$ cat src/rtl/mmc1_bank_ctrl_if.sv
// CPU/PPU bus bundle between the cart wrapper and the MMC1 bank controller.
// The master drives bus cycles and receives the banked addresses.
`timescale 1ns/1ps
interface mmc1_bank_ctrl_if #(
  parameter int PRG_ADDR_W = 18,
  parameter int CHR_ADDR_W = 17
);
  logic [14:0]           cpu_addr;
  logic [7:0]            cpu_data_i;
  logic                  cpu_rw;
  logic                  romsel;
  logic [13:0]           ppu_addr;
  logic [PRG_ADDR_W-1:0] prg_addr;
  logic [CHR_ADDR_W-1:0] chr_addr;
  logic                  ciram_a10;
  logic                  prgram_en;
  logic [4:0]            ctrl_q;

  modport master (
    output cpu_addr, cpu_data_i, cpu_rw, romsel, ppu_addr,
    input  prg_addr, chr_addr, ciram_a10, prgram_en, ctrl_q
  );

  modport slave (
    input  cpu_addr, cpu_data_i, cpu_rw, romsel, ppu_addr,
    output prg_addr, chr_addr, ciram_a10, prgram_en, ctrl_q
  );
endinterface

$ cat src/rtl/mmc1_bank_ctrl.sv
// MMC1 serial register port and PRG/CHR bank mapping.
// Registers load through a 5-bit serial shifter; mapping outputs are combinational.
`timescale 1ns/1ps
module mmc1_bank_ctrl #(
  parameter int PRG_ADDR_W = 18,
  parameter int CHR_ADDR_W = 17,
  parameter int HAS_PRGRAM = 1
) (
  input  logic                clk_cpu,
  input  logic                rst,
  mmc1_bank_ctrl_if.slave     bus
);

  localparam logic [4:0] SHIFT_EMPTY = 5'b10000;
  localparam logic [4:0] CTRL_RST    = 5'h0C;

  logic [4:0] shift_q, shift_d;
  logic [4:0] ctrl_q, ctrl_d;
  logic [4:0] chr0_q, chr0_d;
  logic [4:0] chr1_q, chr1_d;
  logic [4:0] prg_q, prg_d;
  logic       wr_prev_q, wr_prev_d;

  logic       wr_now;
  logic       accept;
  logic [4:0] load_val;

  assign wr_now   = bus.romsel & ~bus.cpu_rw;
  assign accept   = wr_now & ~wr_prev_q;
  assign load_val = {bus.cpu_data_i[0], shift_q[4:1]};

  always_comb begin
    shift_d   = shift_q;
    ctrl_d    = ctrl_q;
    chr0_d    = chr0_q;
    chr1_d    = chr1_q;
    prg_d     = prg_q;
    wr_prev_d = wr_now;
    if (accept) begin
      if (bus.cpu_data_i[7]) begin
        shift_d = SHIFT_EMPTY;
        ctrl_d  = ctrl_q | CTRL_RST;
      end else if (!shift_q[0]) begin
        shift_d = load_val;
      end else begin
        // The marker bit reached bit 0: this is the fifth write.
        shift_d = SHIFT_EMPTY;
        unique case (bus.cpu_addr[14:13])
          2'd0:    ctrl_d = load_val;
          2'd1:    chr0_d = load_val;
          2'd2:    chr1_d = load_val;
          default: prg_d  = load_val;
        endcase
      end
    end
  end

  always_ff @(posedge clk_cpu or posedge rst) begin
    if (rst) begin
      shift_q   <= SHIFT_EMPTY;
      ctrl_q    <= CTRL_RST;
      chr0_q    <= 5'd0;
      chr1_q    <= 5'd0;
      prg_q     <= 5'd0;
      wr_prev_q <= 1'b0;
    end else begin
      shift_q   <= shift_d;
      ctrl_q    <= ctrl_d;
      chr0_q    <= chr0_d;
      chr1_q    <= chr1_d;
      prg_q     <= prg_d;
      wr_prev_q <= wr_prev_d;
    end
  end

  logic [3:0]  pbank;
  logic [4:0]  cbank;
  logic        a10;
  logic [17:0] prg_full;
  logic [16:0] chr_full;

  always_comb begin
    pbank = 4'd0;
    unique case (ctrl_q[3:2])
      2'd2:    pbank = bus.cpu_addr[14] ? prg_q[3:0] : 4'd0;
      2'd3:    pbank = bus.cpu_addr[14] ? 4'hF : prg_q[3:0];
      default: pbank = {prg_q[3:1], bus.cpu_addr[14]};
    endcase
  end

  always_comb begin
    cbank = {chr0_q[4:1], bus.ppu_addr[12]};
    if (ctrl_q[4]) begin
      cbank = bus.ppu_addr[12] ? chr1_q : chr0_q;
    end
  end

  always_comb begin
    a10 = 1'b0;
    unique case (ctrl_q[1:0])
      2'd0:    a10 = 1'b0;
      2'd1:    a10 = 1'b1;
      2'd2:    a10 = bus.ppu_addr[10];
      default: a10 = bus.ppu_addr[11];
    endcase
  end

  // Full-width addresses; smaller ROMs simply drop the upper bank bits.
  assign prg_full = {pbank, bus.cpu_addr[13:0]};
  assign chr_full = {cbank, bus.ppu_addr[11:0]};

  assign bus.prg_addr  = prg_full[PRG_ADDR_W-1:0];
  assign bus.chr_addr  = chr_full[CHR_ADDR_W-1:0];
  assign bus.ciram_a10 = a10;
  assign bus.prgram_en = (HAS_PRGRAM != 0) & ~prg_q[4];
  assign bus.ctrl_q    = ctrl_q;

  logic unused_bus_bits;
  assign unused_bus_bits = ^{bus.cpu_data_i[6:1], bus.ppu_addr[13]};

  if (PRG_ADDR_W < 18) begin : g_prg_trunc
    logic unused_prg_hi;
    assign unused_prg_hi = ^prg_full[17:PRG_ADDR_W];
  end

  if (CHR_ADDR_W < 17) begin : g_chr_trunc
    logic unused_chr_hi;
    assign unused_chr_hi = ^chr_full[16:CHR_ADDR_W];
  end

endmodule
$ cat src/flat_wrapper.sv
// flat-port wrapper written by rule: the top's interface ports become plain ports
module mmc1_bank_ctrl_flat 
#(
  parameter int PRG_ADDR_W = 18,
  parameter int CHR_ADDR_W = 17,
  parameter int HAS_PRGRAM = 1
)
  (clk_cpu, rst, bus_cpu_addr, bus_cpu_data_i, bus_cpu_rw, bus_romsel, bus_ppu_addr, bus_prg_addr, bus_chr_addr, bus_ciram_a10, bus_prgram_en, bus_ctrl_q);
  mmc1_bank_ctrl_if #(.PRG_ADDR_W(PRG_ADDR_W), .CHR_ADDR_W(CHR_ADDR_W)) bus_i ();
  input  logic clk_cpu;
  input  logic rst;
  input wire logic [$bits(bus_i.cpu_addr)-1:0] bus_cpu_addr;
  input wire logic [$bits(bus_i.cpu_data_i)-1:0] bus_cpu_data_i;
  input wire logic [$bits(bus_i.cpu_rw)-1:0] bus_cpu_rw;
  input wire logic [$bits(bus_i.romsel)-1:0] bus_romsel;
  input wire logic [$bits(bus_i.ppu_addr)-1:0] bus_ppu_addr;
  output wire logic [$bits(bus_i.prg_addr)-1:0] bus_prg_addr;
  output wire logic [$bits(bus_i.chr_addr)-1:0] bus_chr_addr;
  output wire logic [$bits(bus_i.ciram_a10)-1:0] bus_ciram_a10;
  output wire logic [$bits(bus_i.prgram_en)-1:0] bus_prgram_en;
  output wire logic [$bits(bus_i.ctrl_q)-1:0] bus_ctrl_q;
  assign bus_i.cpu_addr = bus_cpu_addr;
  assign bus_i.cpu_data_i = bus_cpu_data_i;
  assign bus_i.cpu_rw = bus_cpu_rw;
  assign bus_i.romsel = bus_romsel;
  assign bus_i.ppu_addr = bus_ppu_addr;
  assign bus_prg_addr = bus_i.prg_addr;
  assign bus_chr_addr = bus_i.chr_addr;
  assign bus_ciram_a10 = bus_i.ciram_a10;
  assign bus_prgram_en = bus_i.prgram_en;
  assign bus_ctrl_q = bus_i.ctrl_q;
  mmc1_bank_ctrl #(.PRG_ADDR_W(PRG_ADDR_W), .CHR_ADDR_W(CHR_ADDR_W), .HAS_PRGRAM(HAS_PRGRAM)) u_core (.clk_cpu(clk_cpu), .rst(rst), .bus(bus_i));
endmodule
$ cat config.mk
export PLATFORM = sky130hd
export DESIGN_NAME = mmc1_bank_ctrl_flat
export DESIGN_NICKNAME = d
export VERILOG_FILES = /design/src/rtl/mmc1_bank_ctrl_if.sv /design/src/rtl/mmc1_bank_ctrl.sv /design/src/flat_wrapper.sv
export SDC_FILE = /design/constraint.sdc
export NUM_CORES = 1
export LEC_CHECK = 0
export BUFFER_PORTS_ARGS = -buffer_cell sky130_fd_sc_hd__buf_2
export CAP_MARGIN = 30
export CORE_ASPECT_RATIO = 1.4
export CORE_UTILIZATION = 39
export DETAILED_ROUTE_END_ITERATION = 6
export PLACE_DENSITY = 0.83
export SYNTH_ARGS = -nofsm -noshare
export SYNTH_HDL_FRONTEND = slang
export SYNTH_SLANG_ARGS = --single-unit
$ cat constraint.sdc
create_clock -name clk_cpu -period 1.72 [get_ports clk_cpu]
set_input_delay 0.172 -clock clk_cpu [delete_from_list [all_inputs] [get_ports clk_cpu]]
set_output_delay 0.172 -clock clk_cpu [all_outputs]
set_load 0.005 [all_outputs]
# Word-level counts from Yosys, hierarchy flattened
# Cells that the tools add are included.
[totals]
regBits = 26
elab_cells = 41
[classes]
eq_ne = 6
muxes = 11
n_bitwise = 7
reduce_logical = 10
[op_table]
columns = ["op", "count"]
rows = [
  ["4-bit 2-to-1 mux", 5],
  ["5-bit 2-to-1 mux", 4],
  ["4-bit AND reduction", 4],
  ["2-bit == test, second input constant", 4],
  ["4-bit one-hot mux with 2 select lines", 1],
  ["1-bit NOT", 5],
  ["2-bit by 1-bit == test with 1-bit output, second input constant", 2],
  ["2-bit logical NOT", 2],
  ["2-bit nonzero test", 2],
  ["1-bit one-hot mux with 3 select lines", 1],
  ["3-bit AND reduction", 1],
  ["3-bit OR reduction", 1],
  ["1-bit bitwise AND", 2],
]

# Logic depth before layout (Yosys ltp)
# Gate-level depths: netlist of the first run.
[depth]
word_depth = 4
mapped_depth = 5

# Worst setup path after synthesis of the first run
# No wires, ideal clock.
[synth_path]
path_type = "register to register"
startpoint = "register u_core.shift_q[0]"
endpoint = "register u_core.ctrl_q[0], in the netlist u_core.bus.ctrl_q[0]"
setup_ps = 125
arrival_time_ps = 1488
required_time_ps = 1595
slack_ps = 107
stages_incl_launch_ff = 5
n_path_buf = 1
cell_sequence = "dfrtp_1 -> or3b_1 -> or3_1 -> buf_6 -> mux2_4"
[synth_between]
elab_chain_len = 1
[synth_rtl]
columns = ["element", "line", "source"]
rows = [
  ["start, declared", "mmc1_bank_ctrl.sv:17", "logic [4:0] shift_q, shift_d;"],
  ["start signal, assigned", "mmc1_bank_ctrl.sv:67", "shift_q <= shift_d;"],
  ["4-bit AND reduction (no line)", "-", ""],
  ["end signal, assigned", "mmc1_bank_ctrl.sv:68", "ctrl_q <= ctrl_d;"],
  ["end, declared", "mmc1_bank_ctrl.sv:18", "logic [4:0] ctrl_q, ctrl_d;"],
]
# Every way passes these cells.
# A chain may end at the register's enable or synchronous reset.

# Final worst setup path of the first run
[layout_path]
startpoint = "register u_core.wr_prev_q"
endpoint = "register u_core.ctrl_q[1], in the netlist u_core.bus.ctrl_q[1]"
[layout_between]
elab_chain_len = 3
[layout_rtl]
columns = ["element", "line", "source"]
rows = [
  ["start, declared", "mmc1_bank_ctrl.sv:22", "logic wr_prev_q, wr_prev_d;"],
  ["start signal, assigned", "mmc1_bank_ctrl.sv:72", "wr_prev_q <= wr_prev_d;"],
  ["1-bit NOT", "mmc1_bank_ctrl.sv:29", "assign accept = wr_now & ~wr_prev_q;"],
  ["1-bit bitwise AND", "mmc1_bank_ctrl.sv:29", ""],
  ["4-bit AND reduction (no line)", "-", ""],
]
# Every way passes these cells.

==> results of run 1 <==
## routing by layer
| metal | vias to the layer above | share of wire |
|---|---|---|
| li1 | 435 | - |
| met1 | 436 | 0.41 |
| met2 | 32 | 0.52 |
| met3 | 10 | 0.053 |
| met4 | 0 | 0.022 |
| met5 | - | 0 |
## cell usage after synthesis
master / instances / area, sq um
o22a_1: 2 / 17.5
o21ai_0: 5 / 25.0
and4_1: 1 / 8.76
mux2_2: 19 / 214
inv_1: 5 / 18.8
clkbuf_1: 1 / 3.75
a31oi_1: 2 / 12.5
mux2_4: 3 / 45.0
nor2_1: 5 / 18.8
and4b_1: 2 / 20.0
dfrtp_1: 23 / 576
buf_6: 2 / 22.5
or3b_1: 2 / 17.5
buf_2: 3 / 15.0
dfstp_2: 3 / 78.8
nor2b_1: 1 / 6.26
nand2_1: 10 / 37.5
nor4b_1: 1 / 8.76
a21oi_1: 11 / 55.1
buf_4: 26 / 195
nor3_1: 1 / 5.00
or3_1: 1 / 6.26
nand2b_1: 2 / 12.5
## registers in the layout, indices dropped and copies added (netlist names)
signal             flops
u_core.wr_prev_q       1
u_core.shift_q         5
u_core.prg_q           5
u_core.chr0_q          5
u_core.bus.ctrl_q      5
u_core.chr1_q          5
## worst register-to-register path, stage by stage (launching register included)
cell	delay, ps
dfrtp_1	400
or3b_1	370
or3_4	430
mux2_4	310
## stage by stage
step	hold slack [ps]	area, sq um	setup slack (ps)	utilization	power (mW)
2_1_floorplan	210	1420	107	-	0.768
3_3_place_gp	234	1420	65.0	0.412	0.772
3_5_place_dp	243	1420	33.6	0.412	0.777
4_1_cts	79.1	1500	10.2	0.435	1.27
5_1_grt	101	1510	50.0	0.440	1.32
6_report	87.7	1510	104	0.440	1.26
## power by group through the flow
stage               clock network (mW)  logic (mW)  registers [mW]
global route                     0.533       0.122           0.666
detailed placement                   0       0.104           0.674
floorplan                            0       0.104           0.664
finish                           0.494       0.106           0.663
CTS                              0.502       0.107           0.662
global placement                     0       0.100           0.671
## placed cells by master (no fill, tap or decap)
master,count
mux2_4,3
dfrtp_1,23
or3_4,1
buf_2,29
o22a_1,2
buf_4,5
or3b_1,2
nand2b_1,2
inv_1,5
nor2b_1,1
and4_2,1
dlygate4sd3_1,1
and4b_2,2
nor2_1,5
bufinv_16,1
dfstp_2,3
nor3_1,1
nand2_1,10
nor4b_2,1
o21ai_0,5
clkbuf_8,3
a21oi_1,11
mux2_2,19
a31oi_1,2
## worst min path at each step
stage,start,endpoint,slack (ps),cells past startpoint
floorplan,rst,u_core.bus.ctrl_q[0],210,1
global route,bus_cpu_rw,u_core.wr_prev_q,100,2
global placement,rst,u_core.bus.ctrl_q[4],230,3
finish,bus_cpu_rw,u_core.wr_prev_q,90,2
detailed placement,rst,u_core.chr1_q[4],240,3
CTS,bus_cpu_rw,u_core.wr_prev_q,80,2
## area by class of cell
class	instances	area, sq um	share of cell area
tap	40	50.0	0.0331
clock buffer	3	41.3	0.0273
inverter	5	18.8	0.0124
timing repair buffer	35	193	0.127
multi-input combinational	68	526	0.347
clock inverter	1	30.0	0.0199
sequential	26	654	0.433
## logic make-up after synthesis
family / Yosys count / share of synthesized area
AO/OA/AOI/OAI: 20 / 0.0775
buffers and inverters: 37 / 0.180
flip-flops: 26 / 0.461
multiplexers: 22 / 0.182
AND/OR/NAND/NOR: 26 / 0.0996
## repair_timing
item,CTS,global route
endpoints found under the setup margin,0,18
resized for setup,0,5
hold buffers,1,0
setup buffers,0,0
endpoints found under the hold margin,23,0
==> flow_summary.yaml, run 1 <==
clocking:
  cts.clk_slew.worst_paths_ps: 90
  clkSinkCount: 26
  root_buffer: "clkbuf_8"
  insertion_delay_ps: 260
  clockBufferDepth: 2
  cts_buffers: 3
  cts.htree.levels: 1
  cts_tree: "done"
logic_synthesis:
  synth_nets: 172
  synth.distinct_cells: 23
  syn_area_per_cell_sq_um: 10.8
  netlist_area_sq_um: 1420
  ys_warn_count: 0
  synthCells: 131
  yosysSeqAreaShare: 0.461
  ys_seq_elements: 26
power_and_ir_drop:
  leakage_nw: 0.779
  power_density_nw_per_um2: 835
  switching_share: 0.211
  vdd_drop_max_mv: 0.532
  pwr-share-clk: 0.391
  pwr-share-seq: 0.525
  switchingPower_mw: 0.266
  p_comb_frac: 0.084
  p_int_mw: 0.996
status:
  status: "finished, final reports clean"
worst_setup_path:
  crit_chain: "or3b_1, or3_4, mux2_4"
  slowest_stage: "or3_4"
  cp-endpoint: "u_core.bus.ctrl_q[1]"
  cp.arrival_ps: 1770
  crit_fanout: 5
  critPathLaunchType: "flop"
  r2r-start: "u_core.wr_prev_q"
  path_depth: 3
  reg2reg_to: "u_core.bus.ctrl_q[1]"
  required_ps: 1880
  reg2reg_depth: 3
  startpoint: "u_core.wr_prev_q"
  critPathKind: "flop to flop"
  crit_buf_inv: 0
  crit_path_max_incr_delay_ps: 430
  reg2reg_slack_ps: 100
  end_kind: "flop"
  critPathTopFamily: "simple AND/OR/NAND/NOR gates"
grt:
  grt_pass1_vias: 859
  grt_busiest_layer: "met2"
  grt_overflow_total: 0
  grt_max_degree: 27
  grt_util_met2: 0.242
  grtUsageMet1: 0.177
  use_met3: 0.0207
  grt_pass1_wl_microns: 4170
  grt_usage: 0.145
  antenna_found_initial: 0
detailed_routing:
  drc: 0
  antenna_left: 0
  avgViaCountPerCell: 5.13
  drt-total-wl_microns: 2540
  drt-initial-drc-count: 14
  wl_per_cell_microns: 14.3
  vias: 913
  drt_pre_antenna_iters: 4
sta:
  post-route-period-util: 0.940
  fmax_mhz: 619
  rsz0062_at_grt: "no"
  skew_ps: 2.98
  hold_viol: 0
  slew_headroom: 0.789
  max_slew.worst_pin.slew_ps: 316
  min_period_ps: 1620
  setup_tns_ps: 0
  slew_viol_final: 0
  setup_violations: 0
floorplanning:
  fp.dieW_microns: 53
  dieArea_sq_um: 3890
  ios: 83
  core-area_sq_um: 3440
  fp-row-count: 25
  dieHeight_microns: 73.4
  initial_core_util: 0.413
place:
  place.gp.congestion: 0.694
  portBuffers: 29
  dp_cells: 173
  dp_hpwl_microns: 1850
final_layout:
  fillers: 324
  drive_gt1_frac: 0.493
  syn_to_final_growth_pct: 6.52
  final_nets: 180
  finalNonFillerCells: 178
  n_antenna_cell: 0
job:
  drv_cap: 0
worst_hold_path:
  hp-class: "primary input to flop"
Power figures use the tool's default switching activity.
==> inputs of run 2 (changes only) <==
--- a/config.mk
+++ b/config.mk
@@ -10,7 +10,7 @@
 export CORE_ASPECT_RATIO = 1.4
 export CORE_UTILIZATION = 39
 export DETAILED_ROUTE_END_ITERATION = 6
-export PLACE_DENSITY = 0.83
+export PLACE_DENSITY = 0.76
 export SYNTH_ARGS = -nofsm -noshare
 export SYNTH_HDL_FRONTEND = slang
 export SYNTH_SLANG_ARGS = --single-unit
==> flow_summary.yaml, run 2 (same netlist as run 1, synthesis figures left out) <==
worst_setup_path:
  required_ps: 1870
  end_kind: "flop"
  critPathLaunchType: "flop"
  cp.arrival_ps: 1790
  crit_fanout: 5
  critPathKind: "flop to flop"
final_layout:
  syn_to_final_growth_pct: 5.90
  final_nets: 180
  final_cell_mix: "buf_2 (29), dfrtp_1 (23), mux2_2 (19)"
  fin_area_sq_um: 1500
  seqCellArea_sq_um: 654
  finalNonFillerCells: 178
  n_antenna_cell: 0
  multiInputGateArea_sq_um: 517
  drive_gt1_frac: 0.471
  finish.utilization: 0.437
  fillers: 345
  final_common_cell: "buf_2"
detailed_routing:
  drc: 0
  avgViaCountPerCell: 5.29
  drt_pre_antenna_iters: 4
  vias: 942
  drt-total-wl_microns: 2720
  antenna_left: 0
  drt-initial-drc-count: 14
  wl_per_cell_microns: 15.3
sta:
  post-route-period-util: 0.952
  max_slew.worst_pin.slew_ps: 320
  setup_tns_ps: 0
  min_period_ps: 1640
  setup_violations: 0
  skew_ps: 4.24
  slew_headroom: 0.786
  fmax_mhz: 611
  hold_viol: 0
  rsz0062_at_grt: "no"
  slew_viol_final: 0
clocking:
  clkSinkCount: 26
  cts.clk_slew.worst_paths_ps: 90
  cts.htree.levels: 1
  post-cts-setup-buffer-count: 0
  root_buffer: "clkbuf_8"
  clockBufferDepth: 2
  insertion_delay_ps: 270
  cts_buffers: 3
  cts_tree: "done"
place:
  dp_cells: 173
  dp_hpwl_microns: 2080
  place.gp.congestion: 0.815
  portBuffers: 29
  post_dp_cell_area_sq_um: 1420
floorplanning:
  fp-row-count: 25
  core-area_sq_um: 3440
  dieHeight_microns: 73.4
  fp.dieW_microns: 53
  initial_core_util: 0.413
  ios: 83
  dieArea_sq_um: 3890
grt:
  grt_pass1_vias: 931
  grt_overflow_total: 0
  grt_usage: 0.151
  grt_max_degree: 27
  antenna_found_initial: 0
  grt_pass1_wl_microns: 4200
power_and_ir_drop:
  vdd_drop_max_mv: 0.447
  power_density_nw_per_um2: 842
  power_mw: 1.27
  leakage_nw: 0.778
worst_hold_path:
  hp-class: "primary input to flop"
job:
  drv_cap: 0
status:
  status: "finished, final reports clean"
[run 2: cell counts in the layout (fill, tap and decap cells not counted)]
No cell type changed its count.
[run 2: worst max-delay path, stage by stage, from the launching register on]
cell and delay [ps]:
dfrtp_1 390, nor4b_1 260, buf_4 180, and4_1 330, mux2_2 370
[run 2: area by class of cell]
cell class / instances / area share
Clock buffer: 3 / 0.0275
Clock inverter: 1 / 0.0200
Inverter: 5 / 0.0125
Multi-Input combinational cell: 68 / 0.344
Sequential cell: 26 / 0.435
Tap cell: 40 / 0.0333
Timing Repair Buffer: 35 / 0.128
[run 2: report_power, final]
group	internal, mW	switching, mW
clock network	0.311	0.187
registers	0.635	0.0262
logic	0.0501	0.0574
total	0.996	0.271
[run 2: through the flow]
stage                     setup slack, ps  hold WS [ps]
final                                83.2          72.2
after global routing                 3.58          68.4
after CTS                            20.9          68.6
after detailed placement             35.4           244
after global placement               58.9           229
after floorplan                       107           210
[run 2: layer usage]
metal	wire length, microns	share of wire	track usage
met5	0	0	0
met4	40	0.015	0.0819
met3	119	0.044	0.0373
met2	1580	0.58	0.283
met1	979	0.36	0.144
[run 2: what timing repair did]
item | 4_1_cts | 5_1_grt
hold buffers | 1 | 0
resized for setup | 0 | 2
hold endpoints to repair | 23 | 0
setup endpoints to repair | 0 | 8
[run 2: final timing paths]
path	start	end	slack (ps)	cells past startpoint
max in group asynchronous	rst	u_core.shift_q[4]	920	4
hold / removal	bus_cpu_rw	u_core.wr_prev_q	70	2
setup reg to reg	u_core.wr_prev_q	u_core.prg_q[0]	80	4
setup / recovery	u_core.wr_prev_q	u_core.prg_q[0]	80	4
min in group asynchronous	rst	u_core.bus.ctrl_q[0]	500	4
hold reg to reg	u_core.chr1_q[2]	u_core.chr1_q[2]	510	1
